File: config.mk
export PLATFORM = sky130hd
export DESIGN_NAME = multi_lane_xor_cipher
export DESIGN_NICKNAME = d
export VERILOG_FILES = /design/src/rtl/xorc_pkg.sv /design/src/rtl/xorc_lfsr_lane.sv /design/src/rtl/multi_lane_xor_cipher.sv
export SDC_FILE = /design/constraint.sdc
export NUM_CORES = 1
export LEC_CHECK = 0
export CORE_ASPECT_RATIO = 1.4
export CORE_MARGIN = 3
export CORE_UTILIZATION = 55
export DETAILED_ROUTE_END_ITERATION = 8
export PLACE_DENSITY_LB_ADDON = 0.12
export SLEW_MARGIN = 20
export SYNTH_ARGS = -nofsm -noshare
export SYNTH_HDL_FRONTEND = slang
export SYNTH_SLANG_ARGS = --single-unit
File: constraint.sdc
create_clock -name clk -period 21.9 [get_ports clk]
set_input_delay 6.57 -clock clk [delete_from_list [all_inputs] [get_ports clk]]
set_output_delay 6.57 -clock clk [all_outputs]
set_load 0.01 [all_outputs]
File: src/rtl/xorc_pkg.sv
// Shared types and chain-layout helpers for the multi-lane XOR stream cipher.
// Purely declarative: no logic, no latency, no flow control.
// Chain layout per lane, MSB down: tx_taps, tx_seed, rx_taps, rx_seed (M bits each).
package xorc_pkg;

    typedef logic [1:0] xorc_state_t;

    localparam xorc_state_t ST_IDLE = 2'd0;
    localparam xorc_state_t ST_LOAD = 2'd1;
    localparam xorc_state_t ST_RUN  = 2'd2;

    localparam int FLD_TX_TAPS   = 0;
    localparam int FLD_TX_SEED   = 1;
    localparam int FLD_RX_TAPS   = 2;
    localparam int FLD_RX_SEED   = 3;
    localparam int FLDS_PER_LANE = 4;

    function automatic int chain_len(input int m, input int lanes);
        return FLDS_PER_LANE * m * lanes;
    endfunction

    // Lane 0 occupies the top of the chain, so the first serial bit lands in lane0 tx_taps MSB.
    function automatic int field_lsb(input int m, input int lanes, input int lane, input int fld);
        return chain_len(m, lanes) - (lane * FLDS_PER_LANE + fld + 1) * m;
    endfunction

endpackage

File: src/rtl/xorc_lfsr_lane.sv
// One Fibonacci LFSR keystream generator with XOR and registered output bit.
// Latency: 1 cycle din -> dout; generator steps only on enabled RUN cycles.
// No backpressure: en is a pure advance strobe; output holds when en is low.
module xorc_lfsr_lane #(
    parameter int M = 32
) (
    input  logic         clk,
    input  logic         rst,
    input  logic         run,
    input  logic         load,
    input  logic [M-1:0] taps_in,
    input  logic [M-1:0] seed_in,
    input  logic         en,
    input  logic         din,
    output logic         dout
);

    logic [M-1:0] taps;
    logic [M-1:0] state;
    logic         fb;
    logic         ks;

    assign ks = state[M-1];
    assign fb = ^(state & taps);

    always_ff @(posedge clk or posedge rst) begin
        if (rst) begin
            taps  <= '0;
            state <= '0;
        end else if (load) begin
            taps  <= taps_in;
            // An all-zero seed would lock the generator at zero forever.
            state <= (seed_in == '0) ? {{(M-1){1'b0}}, 1'b1} : seed_in;
        end else if (run && en) begin
            state <= {state[M-2:0], fb};
        end
    end

    always_ff @(posedge clk or posedge rst) begin
        if (rst) begin
            dout <= 1'b0;
        end else if (!run) begin
            dout <= 1'b0;
        end else if (en) begin
            dout <= din ^ ks;
        end
    end

endmodule

File: src/rtl/multi_lane_xor_cipher.sv
// Multi-lane LFSR XOR cipher with serial shadow key chain; optional heartbeat (XORC_HEARTBEAT_EN).
// Latency: 1 cycle plaintext/ciphertext in -> registered out; key commit 1 cycle after cfg_en falls.
// No backpressure: per-lane enables advance the keystream; outputs hold when disabled, 0 outside RUN.
module multi_lane_xor_cipher
    import xorc_pkg::*;
#(
    parameter int M       = 32,
    parameter int LANES   = 2,
    parameter int HB_BITS = 24
) (
    input  logic             clk,
    input  logic             rst,
    input  logic             cfg_en,
    input  logic             cfg_i,
    output logic             cfg_o,
    input  logic [LANES-1:0] tx_en,
    input  logic [LANES-1:0] rx_en,
    input  logic [LANES-1:0] tx_p,
    input  logic [LANES-1:0] rx_e,
    output logic [LANES-1:0] tx_e,
    output logic [LANES-1:0] rx_p,
    output logic             key_valid,
    output logic             cfg_err,
    output logic             heartbeat
);

    localparam int L  = chain_len(M, LANES);
    localparam int CW = $clog2(L + 2);
    localparam logic [CW-1:0] CNT_FULL = CW'(L);
    localparam logic [CW-1:0] CNT_SAT  = CW'(L + 1);

    if (M < 8 || M > 64 || LANES < 1 || LANES > 8 || HB_BITS < 1) begin : g_bad_param
        $error("multi_lane_xor_cipher: parameter out of range");
    end

    logic [L-1:0]  shadow;
    logic [CW-1:0] shift_cnt;
    xorc_state_t   state;
    logic          prior_run;
    logic          commit;
    logic          run;

    assign run       = (state == ST_RUN);
    assign commit    = (state == ST_LOAD) && !cfg_en && (shift_cnt == CNT_FULL);
    assign key_valid = run;
    assign cfg_o     = shadow[L-1];

    always_ff @(posedge clk or posedge rst) begin
        if (rst) begin
            shadow <= '0;
        end else if (cfg_en) begin
            shadow <= {shadow[L-2:0], cfg_i};
        end
    end

    always_ff @(posedge clk or posedge rst) begin
        if (rst) begin
            state     <= ST_IDLE;
            shift_cnt <= '0;
            prior_run <= 1'b0;
            cfg_err   <= 1'b0;
        end else begin
            case (state)
                ST_IDLE, ST_RUN: begin
                    if (cfg_en) begin
                        state     <= ST_LOAD;
                        prior_run <= (state == ST_RUN);
                        shift_cnt <= CW'(1);
                    end
                end
                ST_LOAD: begin
                    if (cfg_en) begin
                        if (shift_cnt != CNT_SAT) begin
                            shift_cnt <= shift_cnt + 1'b1;
                        end
                    end else if (shift_cnt == CNT_FULL) begin
                        state   <= ST_RUN;
                        cfg_err <= 1'b0;
                    end else begin
                        // Short or long load: keep whatever key was running before.
                        state   <= prior_run ? ST_RUN : ST_IDLE;
                        cfg_err <= 1'b1;
                    end
                end
                default: state <= ST_IDLE;
            endcase
        end
    end

    for (genvar i = 0; i < LANES; i++) begin : g_lane
        localparam int TX_TAPS = field_lsb(M, LANES, i, FLD_TX_TAPS);
        localparam int TX_SEED = field_lsb(M, LANES, i, FLD_TX_SEED);
        localparam int RX_TAPS = field_lsb(M, LANES, i, FLD_RX_TAPS);
        localparam int RX_SEED = field_lsb(M, LANES, i, FLD_RX_SEED);

        xorc_lfsr_lane #(.M(M)) u_tx (
            .clk     (clk),
            .rst     (rst),
            .run     (run),
            .load    (commit),
            .taps_in (shadow[TX_TAPS +: M]),
            .seed_in (shadow[TX_SEED +: M]),
            .en      (tx_en[i]),
            .din     (tx_p[i]),
            .dout    (tx_e[i])
        );

        xorc_lfsr_lane #(.M(M)) u_rx (
            .clk     (clk),
            .rst     (rst),
            .run     (run),
            .load    (commit),
            .taps_in (shadow[RX_TAPS +: M]),
            .seed_in (shadow[RX_SEED +: M]),
            .en      (rx_en[i]),
            .din     (rx_e[i]),
            .dout    (rx_p[i])
        );
    end

`ifdef XORC_HEARTBEAT_EN
    logic [HB_BITS-1:0] hb_cnt;

    always_ff @(posedge clk or posedge rst) begin
        if (rst) begin
            hb_cnt <= '0;
        end else begin
            hb_cnt <= hb_cnt + 1'b1;
        end
    end

    assign heartbeat = hb_cnt[HB_BITS-1];
`else
    assign heartbeat = 1'b0;
`endif

endmodule

Word-level counts from Yosys, hierarchy flattened
Cells that the tools add are included.
{"block": "classes", "add_sub_neg": 1, "eq_ne": 12, "muxes": 30, "bitwise": 9, "reduce_logical": 26}
{"cell": "32-bit two-way mux", "count": 12}
{"cell": "32-bit AND", "count": 4}
{"cell": "32-bit logical NOT", "count": 4}
{"cell": "32-bit parity", "count": 4}
{"cell": "9-bit two-way mux", "count": 3}
{"cell": "9-bit one-hot mux with 2 select lines", "count": 1}
{"cell": "2-bit inequality test (second input constant)", "count": 7}
{"cell": "2-bit nonzero test", "count": 5}
{"cell": "9-bit by 1-bit adder with 9-bit output (second input constant)", "count": 1}
{"cell": "9-bit equality test (second input constant)", "count": 1}
{"cell": "1-bit two-way mux", "count": 9}
{"cell": "9-bit inequality test (second input constant)", "count": 1}
{"cell": "2-bit two-way mux", "count": 4}
{"cell": "1-bit logical AND", "count": 6}
{"cell": "2-bit AND reduction", "count": 3}
{"cell": "2-bit one-hot mux with 2 select lines", "count": 1}
{"cell": "4-bit AND reduction", "count": 1}
{"cell": "1-bit bitwise XOR", "count": 4}
{"cell": "2-bit by 1-bit equality test with 1-bit output (second input constant)", "count": 1}
{"cell": "2-bit equality test (second input constant)", "count": 1}
{"cell": "2-bit logical NOT", "count": 1}
{"cell": "2-bit by 1-bit inequality test with 1-bit output (second input constant)", "count": 1}
{"cell": "2-bit OR reduction", "count": 1}
{"cell": "1-bit logical NOT", "count": 1}
{"cell": "1-bit NOT", "count": 1}
{"block": "totals", "reg_bits": 529, "in_bits": 12, "output_inout_bits": 8, "word_cells": 95}

Depth between registers and ports, before layout
Gate-level depths: netlist (run 1).
{"block": "depth", "depth_word": 4, "depth_mapped": 9, "ltp_nobuf": 7}

Modules after synthesis
A second synthesis (run 1) with hierarchy kept.
{"block": "unflattened", "hier_cells": 1765, "area_unflattened_um2": 22738.1}
{"mod": "xorc_lfsr_lane", "n_inst": 4, "cells_each": 286, "area_each_um2": 3138.0, "seq_area_each_um2": 1626.6}
{"mod": "multi_lane_xor_cipher", "n_inst": 1, "cells_each": 621, "area_each_um2": 10186.0, "seq_area_each_um2": 6731.5}

Worst setup path after synthesis (run 1)
Ideal clock, no wire load.
{"block": "synth_timing", "path_type": "input -> register", "start": "in cfg_en", "end": "reg shadow[123]", "setup_ps": 125, "t_arrival_ps": 7647, "t_required_ps": 21775, "path_slack_ps": 14129, "stages": 4, "n_path_buf": 3, "path_cell_list": "buf_2 -> clkbuf_1 -> clkbuf_1 -> mux2_2"}
{"element": "from (decl)", "line": "multi_lane_xor_cipher.sv:13", "text": "input logic cfg_en,"}
{"element": "to (signal assigned)", "line": "multi_lane_xor_cipher.sv:52", "text": "shadow <= {shadow[L-2:0], cfg_i};"}
{"element": "to (decl)", "line": "multi_lane_xor_cipher.sv:36", "text": "logic [L-1:0] shadow;"}
No word-level cell between the ends.

==> flow_metrics.tcl, run 1 <==
set metrics [dict create \
    synthFlopType "dfrtp_1" \
    vias 13900 \
    path_clk_slew_ps 60 \
    tightest_slew_ps 1070 \
    htreeDepth 2 \
    r2r_start "shift_cnt[5]$_DFFE_PP0P_" \
    crit_path_end_kind "async pin" \
    synth.area.top_cells "dfrtp_1, mux2_2, nand2_1, xnor2_1, mux2i_1" \
    path_buf_inv 4 \
    first_pass_iters 4 \
    cpPeakStageDelay_ps 840 \
    die_h_um 245 \
    numCtsBuffers 51 \
    ys_ff_latch 529 \
    drcViolationCount 0 \
    worst_path_max_delay_cell "buf_4" \
    fmax_ghz 0.111 \
    r2r-end "g_lane[1].u_rx.state[0]$_DFFE_PP0P_" \
    final.setup_skew_ps 19.4 \
    synth_area_mm2 0.0224 \
    cp_data_required_time_ps 22470 \
    core-area_mm2 0.0398 \
    grt_pass1_wl_um 73100 \
    layout.cells.non_filler 2566 \
    hp-start "g_lane[0].u_rx.taps[8]$_DFFE_PP0N_" \
    hold_viol 0 \
    port_buffers 18 \
    clk_path_buf_depth 3 \
    gp_congestion 0.789 \
    p_leak_uw 0.0124 \
    peakVddDrop_mv 0.0613 \
    clkSinkCount 529 \
    postCtsSetupRepairBufs 0 \
    vias_per_cell 5.42 \
    grt_setup_unrepaired "no" \
    area_growth_pct 9.23 \
    syn_nets 2038 \
    avgRoutedWirePerCell_um 16.6 \
    rows 86 \
    setup_tns_ps 0 \
    yosysTopAreaCell "dfrtp_1" \
    holdCritPathClass "reg2reg" \
    ctsResizeCount 0 \
    relSlewSlack_pct 28.5 \
    clock_latency_ps 570 \
    fin_crit_sh_pct 41.2 \
    ys_top_cells_by_count "nand2_1, dfrtp_1, mux2_2, nor2_1, xnor2_1" \
    min_delay_worst_endpoint "g_lane[0].u_rx.taps[8]$_DFFE_PP0N_" \
    ys_types 36 \
    outcome "finished clean" \
    root_buffer "clkbuf_16" \
    worst-setup-path-type "in2async" \
    drv_cap 0 \
    power_density_mw_per_mm2 81.2 \
    critPathArrivalTime_ps 9580 \
    die_area_mm2 0.0433 \
    rr_worst_depth 7 \
    yosysSeqAreaShare_pct 59.0 \
    period_needed_ps 9010 \
    hold_buffers 0 \
    synth_edf_count 0 \
    hold_depth 2 \
    initial_core_util_pct 56.3 \
    finalMaxSlewViolations 0 \
    antenna_found_initial 0 \
    placedCellCount 2478 \
    diodes 0 \
    grt_max_degree 174 \
    startpoint_type "input pin" \
    post-dp-hpwl_um 25800 \
    path_delay_family "buffers and inverters" \
    drive_gt1_share_pct 17.5 \
    async_flop_share_pct 100 \
    r2r_slack_ps 18770 \
    die_w_um 177 \
    finalSetupViolCount 0 \
    detail_route.iter0.violations 887 \
    nets 2018 \
    yosysWarningCount 0 \
    avgSynthCellArea_um2 11.1 \
    grt_pass1_vias 14500 \
    routed_wirelength_um 42500 \
    overflow 0 \
    syn_inst 2023 \
    io_pins 20 \
    crit_chain "clkdlybuf4s50_1 > inv_8 > buf_4 > buf_12" \
    synth_top_area_share_pct 59.0 \
    nFillCells 3253 \
    path_max_fanout 173 \
    yosysMostFrequentCell "nand2_1" \
    track_usage_pct 20.3 \
    postRouteAntennaNets 0 \
    cts_tree "built" \
]
-- cells in the final DEF, fill, tap and decap left out, types with 12 or more instances in the layout --
cell	instances
xnor2_1	104
dfrtp_1	529
o21ai_1	19
clkdlybuf4s50_1	17
o22ai_1	58
clkbuf_8	12
nand2_1	584
clkbuf_16	51
mux2i_1	65
o21ai_0	52
mux2_2	257
xor2_1	29
nor4_1	32
nor2_1	133
-- through the flow --
step / total power [uW] / hold slack (ps) / area [um2] / setup WS [ps] / util [%]
finish: 1990 / 471 / 24500 / 12890 / 61.5
global route: 2070 / 498 / 24500 / 12450 / 61.5
CTS: 2010 / 477 / 24500 / 12840 / 61.5
detailed placement: 1170 / 462 / 22900 / 12220 / 57.5
global placement: 1160 / 458 / 22900 / 12260 / 57.5
floorplan: 1140 / 446 / 22400 / 548 / -
-- registers in the layout, indices dropped and copies added (netlist names) --
signal and flops:
cfg_err 1, g_lane.u_rx.dout 2, g_lane.u_rx.state 64, g_lane.u_rx.taps 64, g_lane.u_tx.dout 2, g_lane.u_tx.state 64, g_lane.u_tx.taps 64, prior_run 1
shadow 256, shift_cnt 9, state 2
-- routing by layer --
layer | global-route usage, % | wire (um) | share of wire, % | vias to the layer above
li1 | - | - | - | 6694
met1 | 27.7 | 18900 | 45 | 6988
met2 | 34.5 | 21400 | 50 | 156
met3 | 2.72 | 1200 | 2.8 | 63
met4 | 5.46 | 905 | 2.1 | 0
met5 | 0 | 0 | 0 | -
-- worst reg2reg max path, cell delays in order (launching register included) --
cell,delay (ps)
dfrtp_1,420
nor2_1,120
nand3_1,100
nor4_2,390
and3_4,710
buf_4,960
o21ai_0,230
o211ai_1,140
-- where the power goes --
part	internal, uW	switching (uW)	leakage [uW]	total [uW]
sequential	1020	40.3	0.00728	1060
clock	479	362	0.000789	840
combinational	41.3	48.1	0.00435	89.4
-- cell families (layout without fill, tap and decap cells) --
| logic type | count (synthesis) | after routing | synth area share, % |
|---|---|---|---|
| xor+xnor | 133 | 133 | 5.19 |
| flops | 529 | 529 | 59.0 |
| compound gates | 146 | 146 | 3.74 |
| simple gates | 780 | 780 | 13.7 |
| other cells | 1 | 1 | 0.0167 |
| mux | 322 | 322 | 15.8 |
| fa+ha+maj | 3 | 3 | 0.167 |
| buf+inv | 109 | 124 | 2.32 |
-- how the worst max path moves through the flow --
stage,from,end,slack (ps),cells past startpoint
2_1_floorplan,rst,cfg_err$_DFFE_PP0P_,550,1
3_3_place_gp,rst,g_lane[0].u_tx.state[28]$_DFFE_PP0P_,12260,4
3_5_place_dp,rst,g_lane[0].u_tx.taps[27]$_DFFE_PP0N_,12220,4
4_1_cts,rst,g_lane[1].u_tx.taps[1]$_DFFE_PP0N_,12840,4
5_1_grt,rst,g_lane[0].u_tx.state[28]$_DFFE_PP0P_,12450,4
6_report,rst,shadow[114]$_DFFE_PP0P_,12890,4
-- cell type report --
| class | count | area, um2 | area share, % |
|---|---|---|---|
| clock inverter | 15 | 109 | 0.444 |
| tap | 528 | 661 | 2.70 |
| multi-input combinational | 1385 | 8690 | 35.5 |
| clock buffer | 73 | 1480 | 6.04 |
| timing repair buffer | 30 | 288 | 1.17 |
| sequential | 529 | 13200 | 54.0 |
| inverter | 6 | 30.0 | 0.123 |
Power figures use the tool's default switching activity.
==> run 2, diff against run 1 <==
Clock period 21.9 ns to 7.7 ns, I/O delays scaled along.
==> flow_metrics.tcl, run 2 (same netlist as run 1, synthesis figures left out) <==
set metrics [dict create \
    final_common_cell "nand2_1" \
    most-common-layout-cells "nand2_1, dfrtp_1, mux2_2, nor2_1, xnor2_1" \
    core-area_mm2 0.0398 \
    antenna_found_initial 0 \
    nets 2018 \
    clk_path_buf_depth 3 \
    rr_worst_depth 6 \
    initial_core_util_pct 56.3 \
    p_leak_uw 0.0124 \
    worst-setup-path-type "in2reg" \
    grt_pass1_wl_um 71700 \
    postRouteAntennaNets 0 \
    regMostFlops "shadow" \
    root_buffer "clkbuf_16" \
    clkSinkCount 529 \
    hold_viol 0 \
    grt_pass1_vias 14100 \
    finalSetupViolCount 0 \
    fmax_ghz 0.210 \
    first_pass_iters 5 \
    final_area_mm2 0.0246 \
    placed_area_mm2 0.0229 \
    r2r_slack_ps 4320 \
    drcViolationCount 0 \
    postCtsSetupRepairBufs 0 \
    die_h_um 245 \
    period_needed_ps 4750 \
    htreeDepth 2 \
    grt_max_degree 175 \
    grt_setup_unrepaired "no" \
    post-dp-hpwl_um 25500 \
    routed_wirelength_um 42100 \
    gp_congestion 0.806 \
    critPathArrivalTime_ps 5230 \
    crit_path_end_kind "flip-flop" \
    port_buffers 18 \
    cpPeakStageDelay_ps 1050 \
    peakVddDrop_mv 0.139 \
    clock_latency_ps 570 \
    diodes 0 \
    track_usage_pct 20.0 \
    io_pins 20 \
    finalMaxSlewViolations 0 \
    path_clk_slew_ps 60 \
    fin_crit_sh_pct 61.7 \
    hold-worst-slack_ps 470 \
    outcome "finished clean" \
    cts_tree "built" \
    tightest_slew_ps 1080 \
    path_max_fanout 96 \
    avgRoutedWirePerCell_um 16.4 \
    detail_route.iter0.violations 1053 \
    die_w_um 177 \
    drv_cap 0 \
    layout.cells.non_filler 2566 \
    cp_data_required_time_ps 8180 \
    hold_depth 2 \
    worst_path_max_delay_cell "nand2_1" \
    startpoint_type "input pin" \
    final.setup_skew_ps 22.3 \
    numCtsBuffers 51 \
    drive_gt1_share_pct 17.2 \
    die_area_mm2 0.0433 \
    hold_buffers 0 \
    holdCritPathClass "reg2reg" \
    rows 86 \
    crit_chain "buf_8 > nor2b_1 > nand3_4 > nand2_1 > o32ai_1 > a31oi_1" \
    setup_tns_ps 0 \
    largest_reg_flops 256 \
    ctsResizeCount 0 \
    area_growth_pct 9.59 \
    vias 13900 \
    total_power_uw 5720 \
    placedCellCount 2478 \
    vias_per_cell 5.42 \
    relSlewSlack_pct 27.9 \
    power_density_mw_per_mm2 233 \
    overflow 0 \
]
## run 2: cell types whose count changed in the layout (fill, tap and decap cells not counted)
cell / before / now
clkinv_2: 11 / 4
buf_4: 11 / 6
clkbuf_1: 10 / 15
buf_12: 1 / 5
clkbuf_8: 12 / 14
nand2_1: 584 / 586
nand2_2: 4 / 2
buf_6: 0 / 1
bufinv_16: 1 / 2
clkinvlp_4: 2 / 1
inv_6: 1 / 2
inv_8: 1 / 0
## run 2: path summary, 6_finish.rpt
check | startpoint | endpoint
min in group asynchronous | rst | g_lane[1].u_tx.state[16]$_DFFE_PP0P_
max in group asynchronous | rst | g_lane[1].u_rx.taps[22]$_DFFE_PP0N_
worst max register to register | state[0]$_DFFE_PP0P_ | g_lane[0].u_tx.state[0]$_DFFE_PP0P_
worst min-delay path | g_lane[1].u_rx.taps[8]$_DFFE_PP0N_ | g_lane[1].u_rx.taps[8]$_DFFE_PP0N_
worst min register to register | g_lane[1].u_rx.taps[8]$_DFFE_PP0N_ | g_lane[1].u_rx.taps[8]$_DFFE_PP0N_
worst max-delay path | cfg_en | g_lane[0].u_tx.state[0]$_DFFE_PP0P_
## run 2: area by class of cell
type | instances | area (um2)
inverter | 6 | 26.3
sequential | 529 | 13200
multi-input combinational | 1385 | 8690
timing repair buffer | 30 | 342
fill | 3323 | 15200
tap | 528 | 661
clock inverter | 8 | 97.6
clock buffer | 80 | 1530
## run 2: metrics by stage
stage	utilization, %	setup slack (ps)
final	61.7	2950
after floorplan	-	-1800
after CTS	61.7	2990
after global placement	57.6	2480
after detailed placement	57.6	2400
after global routing	61.7	2650
## run 2: power by group
part	total, uW	internal (uW)	switching [uW]
clock	2450	1420	1030
combinational	255	119	136
sequential	3020	2900	123
## run 2: metal layers
| metal | up-vias | wire [um] | global-route usage [%] | part of all wire [%] |
|---|---|---|---|---|
| li1 | 6695 | - | - | - |
| met1 | 6981 | 19600 | 28.5 | 46 |
| met2 | 165 | 20600 | 32.9 | 49 |
| met3 | 55 | 1200 | 2.74 | 2.9 |
| met4 | 0 | 683 | 4.65 | 1.6 |
| met5 | - | 0 | 0 | 0 |
## run 2: worst max-delay path, delay by kind of cell
family / cells / cell delay [ps]
buf+inv: 1 / 240
compound gates: 2 / 380
simple gates: 3 / 2130
